File: config.mk
export PLATFORM = sky130hd
export DESIGN_NAME = buzz_seq
export DESIGN_NICKNAME = d
export VERILOG_FILES = /design/src/rtl/buzz_seq.sv
export SDC_FILE = /design/constraint.sdc
export NUM_CORES = 1
export LEC_CHECK = 0
export BUFFER_PORTS_ARGS = -buffer_cell sky130_fd_sc_hd__buf_4
export CORE_MARGIN = 2
export CORE_UTILIZATION = 40
export CTS_BUF_LIST = sky130_fd_sc_hd__clkbuf_2
export CTS_CLUSTER_SIZE = 28
export DETAILED_ROUTE_END_ITERATION = 8
export GPL_ROUTABILITY_DRIVEN = 0
export PLACE_DENSITY = 0.63
export SLEW_MARGIN = 0
export SYNTH_ARGS = -nofsm -noshare
export SYNTH_HDL_FRONTEND = slang
export SYNTH_SLANG_ARGS = --single-unit
export TNS_END_PERCENT = 10
File: constraint.sdc
create_clock -name clk -period 5.3 [get_ports clk]
set_clock_uncertainty 0.2 [all_clocks]
set_input_delay 0.795 -clock clk [delete_from_list [all_inputs] [get_ports clk]]
set_output_delay 0.795 -clock clk [all_outputs]
set_load 0.1 [all_outputs]
File: src/rtl/buzz_seq.sv
// Buzzer beep-pattern sequencer: fixed-priority grant of one requester, then
// N beeps of a square-wave tone, each followed by a silent gap.
module buzz_seq #(
    parameter int NREQ    = 3,
    parameter int CNT_W   = 4,
    parameter int DIV_W   = 16,
    parameter int ON_CYC  = 5000000,
    parameter int OFF_CYC = 5000000,
    parameter int TMR_W   = 32
) (
    input  logic                    clk,
    input  logic                    reset,
    input  logic [NREQ-1:0]         req,
    input  logic [NREQ*CNT_W-1:0]   req_beeps,
    input  logic [NREQ*DIV_W-1:0]   req_div,
    output logic [NREQ-1:0]         ack,
    output logic [NREQ-1:0]         done,
    output logic                    busy,
    output logic                    out
);

    typedef enum logic [1:0] {S_IDLE, S_ON, S_OFF} state_t;

    localparam logic [TMR_W-1:0] ON_LAST  = TMR_W'(ON_CYC - 1);
    localparam logic [TMR_W-1:0] OFF_LAST = TMR_W'(OFF_CYC - 1);

    state_t             r_state, w_state_next;
    logic [NREQ-1:0]    r_grant, w_grant_next;
    logic [CNT_W-1:0]   r_beeps, w_beeps_next;
    logic [DIV_W-1:0]   r_div,   w_div_next;
    logic [TMR_W-1:0]   r_tmr,   w_tmr_next;
    logic [DIV_W-1:0]   r_tone,  w_tone_next;
    logic [NREQ-1:0]    r_ack,   w_ack_next;
    logic [NREQ-1:0]    r_done,  w_done_next;
    logic               r_busy,  w_busy_next;
    logic               r_out,   w_out_next;

    // One-hot winner: a requester wins when no lower index is requesting.
    logic [NREQ-1:0]    w_onehot;
    logic [CNT_W-1:0]   w_beeps_m [NREQ];
    logic [DIV_W-1:0]   w_div_m   [NREQ];
    logic [CNT_W-1:0]   w_sel_beeps;
    logic [DIV_W-1:0]   w_sel_div;
    logic               w_hit;

    genvar gi;
    generate
        for (gi = 0; gi < NREQ; gi++) begin : g_pri
            if (gi == 0) begin : g_first
                assign w_onehot[gi] = req[gi];
            end else begin : g_rest
                assign w_onehot[gi] = req[gi] & ~(|req[gi-1:0]);
            end
            assign w_beeps_m[gi] = w_onehot[gi] ? req_beeps[gi*CNT_W +: CNT_W] : '0;
            assign w_div_m[gi]   = w_onehot[gi] ? req_div[gi*DIV_W +: DIV_W]   : '0;
        end
    endgenerate

    assign w_hit = |req;

    always_comb begin
        w_sel_beeps = '0;
        w_sel_div   = '0;
        for (int i = 0; i < NREQ; i++) begin
            w_sel_beeps = w_sel_beeps | w_beeps_m[i];
            w_sel_div   = w_sel_div   | w_div_m[i];
        end
    end

    always_comb begin
        w_state_next = r_state;
        w_grant_next = r_grant;
        w_beeps_next = r_beeps;
        w_div_next   = r_div;
        w_tmr_next   = r_tmr;
        w_tone_next  = r_tone;
        w_ack_next   = '0;
        w_done_next  = '0;
        w_busy_next  = r_busy;
        w_out_next   = r_out;
        case (r_state)
            S_IDLE: begin
                if (w_hit) begin
                    w_ack_next = w_onehot;
                    if (w_sel_beeps == '0) begin
                        w_done_next = w_onehot;
                    end else begin
                        w_grant_next = w_onehot;
                        w_beeps_next = w_sel_beeps;
                        w_div_next   = w_sel_div;
                        w_tmr_next   = '0;
                        w_tone_next  = '0;
                        w_out_next   = 1'b0;
                        w_busy_next  = 1'b1;
                        w_state_next = S_ON;
                    end
                end
            end
            S_ON: begin
                if (r_tone == r_div) begin
                    w_out_next  = ~r_out;
                    w_tone_next = '0;
                end else begin
                    w_tone_next = r_tone + DIV_W'(1);
                end
                // End of the tone window overrides any tone toggle this cycle.
                if (r_tmr == ON_LAST) begin
                    w_out_next   = 1'b1;
                    w_beeps_next = r_beeps - CNT_W'(1);
                    w_tmr_next   = '0;
                    w_state_next = S_OFF;
                end else begin
                    w_tmr_next = r_tmr + TMR_W'(1);
                end
            end
            S_OFF: begin
                if (r_tmr == OFF_LAST) begin
                    w_tmr_next = '0;
                    if (r_beeps == '0) begin
                        w_done_next  = r_grant;
                        w_busy_next  = 1'b0;
                        w_state_next = S_IDLE;
                    end else begin
                        w_out_next   = 1'b0;
                        w_tone_next  = '0;
                        w_state_next = S_ON;
                    end
                end else begin
                    w_tmr_next = r_tmr + TMR_W'(1);
                end
            end
            default: w_state_next = S_IDLE;
        endcase
    end

    always_ff @(posedge clk or posedge reset) begin
        if (reset) begin
            r_state <= S_IDLE;
            r_grant <= '0;
            r_beeps <= '0;
            r_div   <= '0;
            r_tmr   <= '0;
            r_tone  <= '0;
            r_ack   <= '0;
            r_done  <= '0;
            r_busy  <= 1'b0;
            r_out   <= 1'b1;
        end else begin
            r_state <= w_state_next;
            r_grant <= w_grant_next;
            r_beeps <= w_beeps_next;
            r_div   <= w_div_next;
            r_tmr   <= w_tmr_next;
            r_tone  <= w_tone_next;
            r_ack   <= w_ack_next;
            r_done  <= w_done_next;
            r_busy  <= w_busy_next;
            r_out   <= w_out_next;
        end
    end

    assign ack  = r_ack;
    assign done = r_done;
    assign busy = r_busy;
    assign out  = r_out;

endmodule

==> results.md <==
## CTS
- CTS HTree Levels: 3
- clock latency reported for the late side of the worst-skew pair: 550 ps
- number of buffers on the longest clock path: 2
- clock buffers created by TritonCTS: 9
- count of cells resized by post-cts repair: 0
- CTS tree: yes
- number of buffers inserted by hold repair at cts: 0
- Clock Sinks: 81
- setup repair bufs after CTS: 0
- root buf cell: clkbuf_2
- register clock-pin slew on the reported worst setup and hold paths: 210 ps

## Logic synthesis
- syn_nets: 635
- Post-Synthesis Mean Instance Area: 8.798 um^2
- Top FF cell, synth: dfrtp_1
- Synth async-reset ratio: 100.0%
- number of distinct library cells after synthesis: 61
- area fraction in compound gates after synthesis: 25.30%
- share of synthesized area spent on multiplexers: 0.8603%
- count of state elements after synthesis: 81
- Netlist Area Pre-Place: 0.004945 mm^2
- Post-Syn Instances: 562
- EDFF count, synth: 0
- Warnings, synthesis: 0
- fraction of the mapped netlist area in adder cells: 2.024%
- post-synthesis share of cell area spent on and, or, nand and nor gates: 23.10%
- dominant combinational cell family by area after synthesis: compound AO/OA/AOI/OAI gates
- Seq/Total Area, Yosys: 41.02%
- area share of xor/xnor cells in the synthesized design: 2.834%

## STA
- aggregate negative setup slack: 0 ps
- endpoints failing hold: 0
- time the worst path needs with I/O delays and setup: 3057 ps
- final slew viol count: 0
- Slew @ Worst Pin: 1037 ps
- period utilisation layout: 57.68%
- max_slew headroom: 30.88%
- unrepaired setup endpoints after global routing: false
- max frequency: 327.1 MHz
- final setup fails: 0

## Die
- placeable core area: 0.01206 mm^2
- Die H: 115.2 um
- number of placement rows: 40
- num ports: 73
- Die Wd: 115.2 um
- Die Footprint: 0.01327 mm^2
- initial standard-cell utilization of the core: 41.00%

## Routing
- DR iter-0 viols: 282
- number of design rule violations left after detail routing: 0
- per-cell routed wire length: 16.33 um
- per-cell via count in the routed design: 5.699
- number of vias in the routed layout: 4468
- number of nets still failing antenna checks after routing: 0
- sum of routed wire length over all layers: 12800 um
- DRT Pass-1 Iters: 5

## Critical path
- number of stages on the worst setup path: 8
- top cell family by delay on the critical path: simple AND/OR/NAND/NOR gates
- Worst path max stage delay: 650 ps
- Worst EP arrival: 3280 ps
- worst-path cell with the longest stage delay: or4_1
- Worst EP required: 5520 ps
- critical path's most frequent cell: buf_4
- count of buffering cells on the critical path with inverters included: 2
- cells along the critical path: buf_4 > nor2b_1 > a21oi_1 > or4_1 > o211ai_2 > buf_4 > or2_1 > o21ai_0
- endpoint type of the worst setup path: register
- Setup Crit Path Kind: input port to register
- CP Launch Type: input port
- Crit Path Max Fanout: 46
- depth of the worst register-to-register path: 7

## Final layout
- signed area change from the synthesized netlist to the final layout: 13.01%
- non-filler instance count after layout: 784
- net total in the final layout: 686
- number of antenna repair diodes: 0
- design area: 0.005588 mm^2
- ratio of cells with drive above 1 in the final layout: 19.64%

## Power and ir drop
- IR drop worst, VDD: 0.1246 mV
- power density normalized to cell area: 333.1 mW/mm^2
- total power draw: 1.861 mW
- standby leakage power: 2.325 nW

## Global route
- total congestion overflow: 0
- wire length of the first global-routing pass: 20590 um
- GRT Overall Usage: 19.57%
- pin count of the biggest net entering global routing: 53
- number of antenna violations at the first check in global routing: 0
- number of global-route vias before repair: 4154

## Run
- Maximum Capacitance Violations: 0

## Placement
- cell area reported after detailed placement: 0.005520 mm^2
- count of input and output buffers: 72
- half-perimeter wire length of the detailed placement result: 9066 um
- placed cell count: 770

## Status
- outcome: completed

## Worst hold path
- Hold Path Class: input port to async pin

-- worst paths after layout --
kind                                        from  slack, ps                endpoint
max                                       req[0]       2240   r_tone[2]$_DFFE_PP0P_
min in group clk           r_tmr[31]$_DFFE_PP0P_        310   r_tmr[31]$_DFFE_PP0P_
max reg2reg                 r_tmr[7]$_DFFE_PP0P_       2250  r_tone[11]$_DFFE_PP0P_
min reg2reg                r_tmr[31]$_DFFE_PP0P_        310   r_tmr[31]$_DFFE_PP0P_
min                                        reset        200   r_div[14]$_DFFE_PP0P_
max in group asynchronous                  reset       3760  r_tone[11]$_DFFE_PP0P_
-- kinds of logic (layout without fill, tap and decap cells) --
logic type	after synthesis	after routing
buffers and inverters	45	99
muxes	4	4
xor gates and xnor gates	16	16
and+or+nand+nor	214	214
adders and majority gates	8	8
AOI/OAI and AO/OA	194	194
DFF	81	81
-- routing by layer --
layer	track usage, %	vias to the layer above	routed length (um)
li1	-	2170	-
met2	29.18	102	5923
met5	0	-	0
met3	3.585	19	554
met1	27.84	2177	6079
met4	8.594	0	247
-- power breakdown --
part           internal [mW]  switching, mW  leakage [nW]
logic                  0.272          0.495          1.19
clock network         0.0599          0.210        0.0530
registers              0.724          0.100          1.08
-- metrics by stage --
stage / setup WS [ps] / hold slack [ps] / utilization, %
floorplan: 2227 / 245.0 / -
global placement: 1741 / 263.3 / 45.77
detailed placement: 1685 / 281.7 / 45.77
CTS: 2267 / 199.7 / 46.33
global route: 2046 / 233.2 / 46.33
finish: 2243 / 196.6 / 46.33
-- state kept, by name (all words and copies together), names as in the netlist --
register	flops
ack	3
busy	1
done	3
out	1
r_beeps	4
r_div	16
r_grant	3
r_state	2
r_tmr	32
r_tone	16
-- layout make-up --
class | instances | area [um^2]
Multi-Input combinational cell | 436 | 2676
Inverter | 9 | 35.03
Tap cell | 168 | 210.2
Fill cell | 1170 | 6474
Sequential cell | 81 | 2028
Clock inverter | 2 | 7.507
Clock buffer | 12 | 60.06
Timing Repair Buffer | 76 | 570.5
-- synthesized netlist by cell type (2+ instances only) --
library cell	n	area [um^2]
or4_1	5	37.54
o21ai_0	78	390.4
o22a_1	2	17.52
o41ai_1	4	35.03
mux2_2	2	22.52
nor3b_1	2	15.01
nor4_2	2	25.02
and3_1	6	37.54
o41ai_2	3	48.80
nor3_1	7	35.03
a22oi_1	16	120.1
buf_6	6	67.56
nor4_1	4	25.02
o31ai_1	18	135.1
a31oi_1	7	43.79
nand2b_1	3	18.77
clkbuf_1	15	56.30
buf_1	3	11.26
buf_2	10	50.05
nand4b_1	2	17.52
inv_1	8	30.03
nand3_1	22	110.1
xnor2_1	16	140.1
o31ai_2	9	112.6
or3_1	4	25.02
and2_1	9	56.30
and4_1	4	35.03
nor2_1	45	168.9
o21ai_1	3	15.01
ha_1	8	100.1
nand2_1	60	225.2
a21oi_1	42	210.2
a22o_1	5	43.79
dfrtp_1	80	2002
mux2i_1	2	20.02
nand4_1	12	75.07
nand3b_1	4	30.03
nor2b_1	11	68.82
-- layout by cell type (no fill, tap or decap), types with 3 or more instances in the layout --
cell and instances:
nand2_1 60, a31oi_1 7, nand3b_1 4, a22o_1 5, nor3_1 7, o21ai_1 3
or4_1 5, nor4_1 4, a21oi_1 42, clkinv_1 3, nor2b_1 11, clkbuf_2 12
xnor2_1 16, o31ai_1 18, nand4_1 12, and3_1 6, ha_1 8, o41ai_2 3
nand2b_1 3, a22oi_1 16, inv_1 7, nand3_1 22, or3_1 4, dfrtp_1 80
and2_1 9, buf_4 76, o41ai_1 4, o21ai_0 78, and4_1 4, o31ai_2 9
nor2_1 45
(Power assumes the default switching activity.)
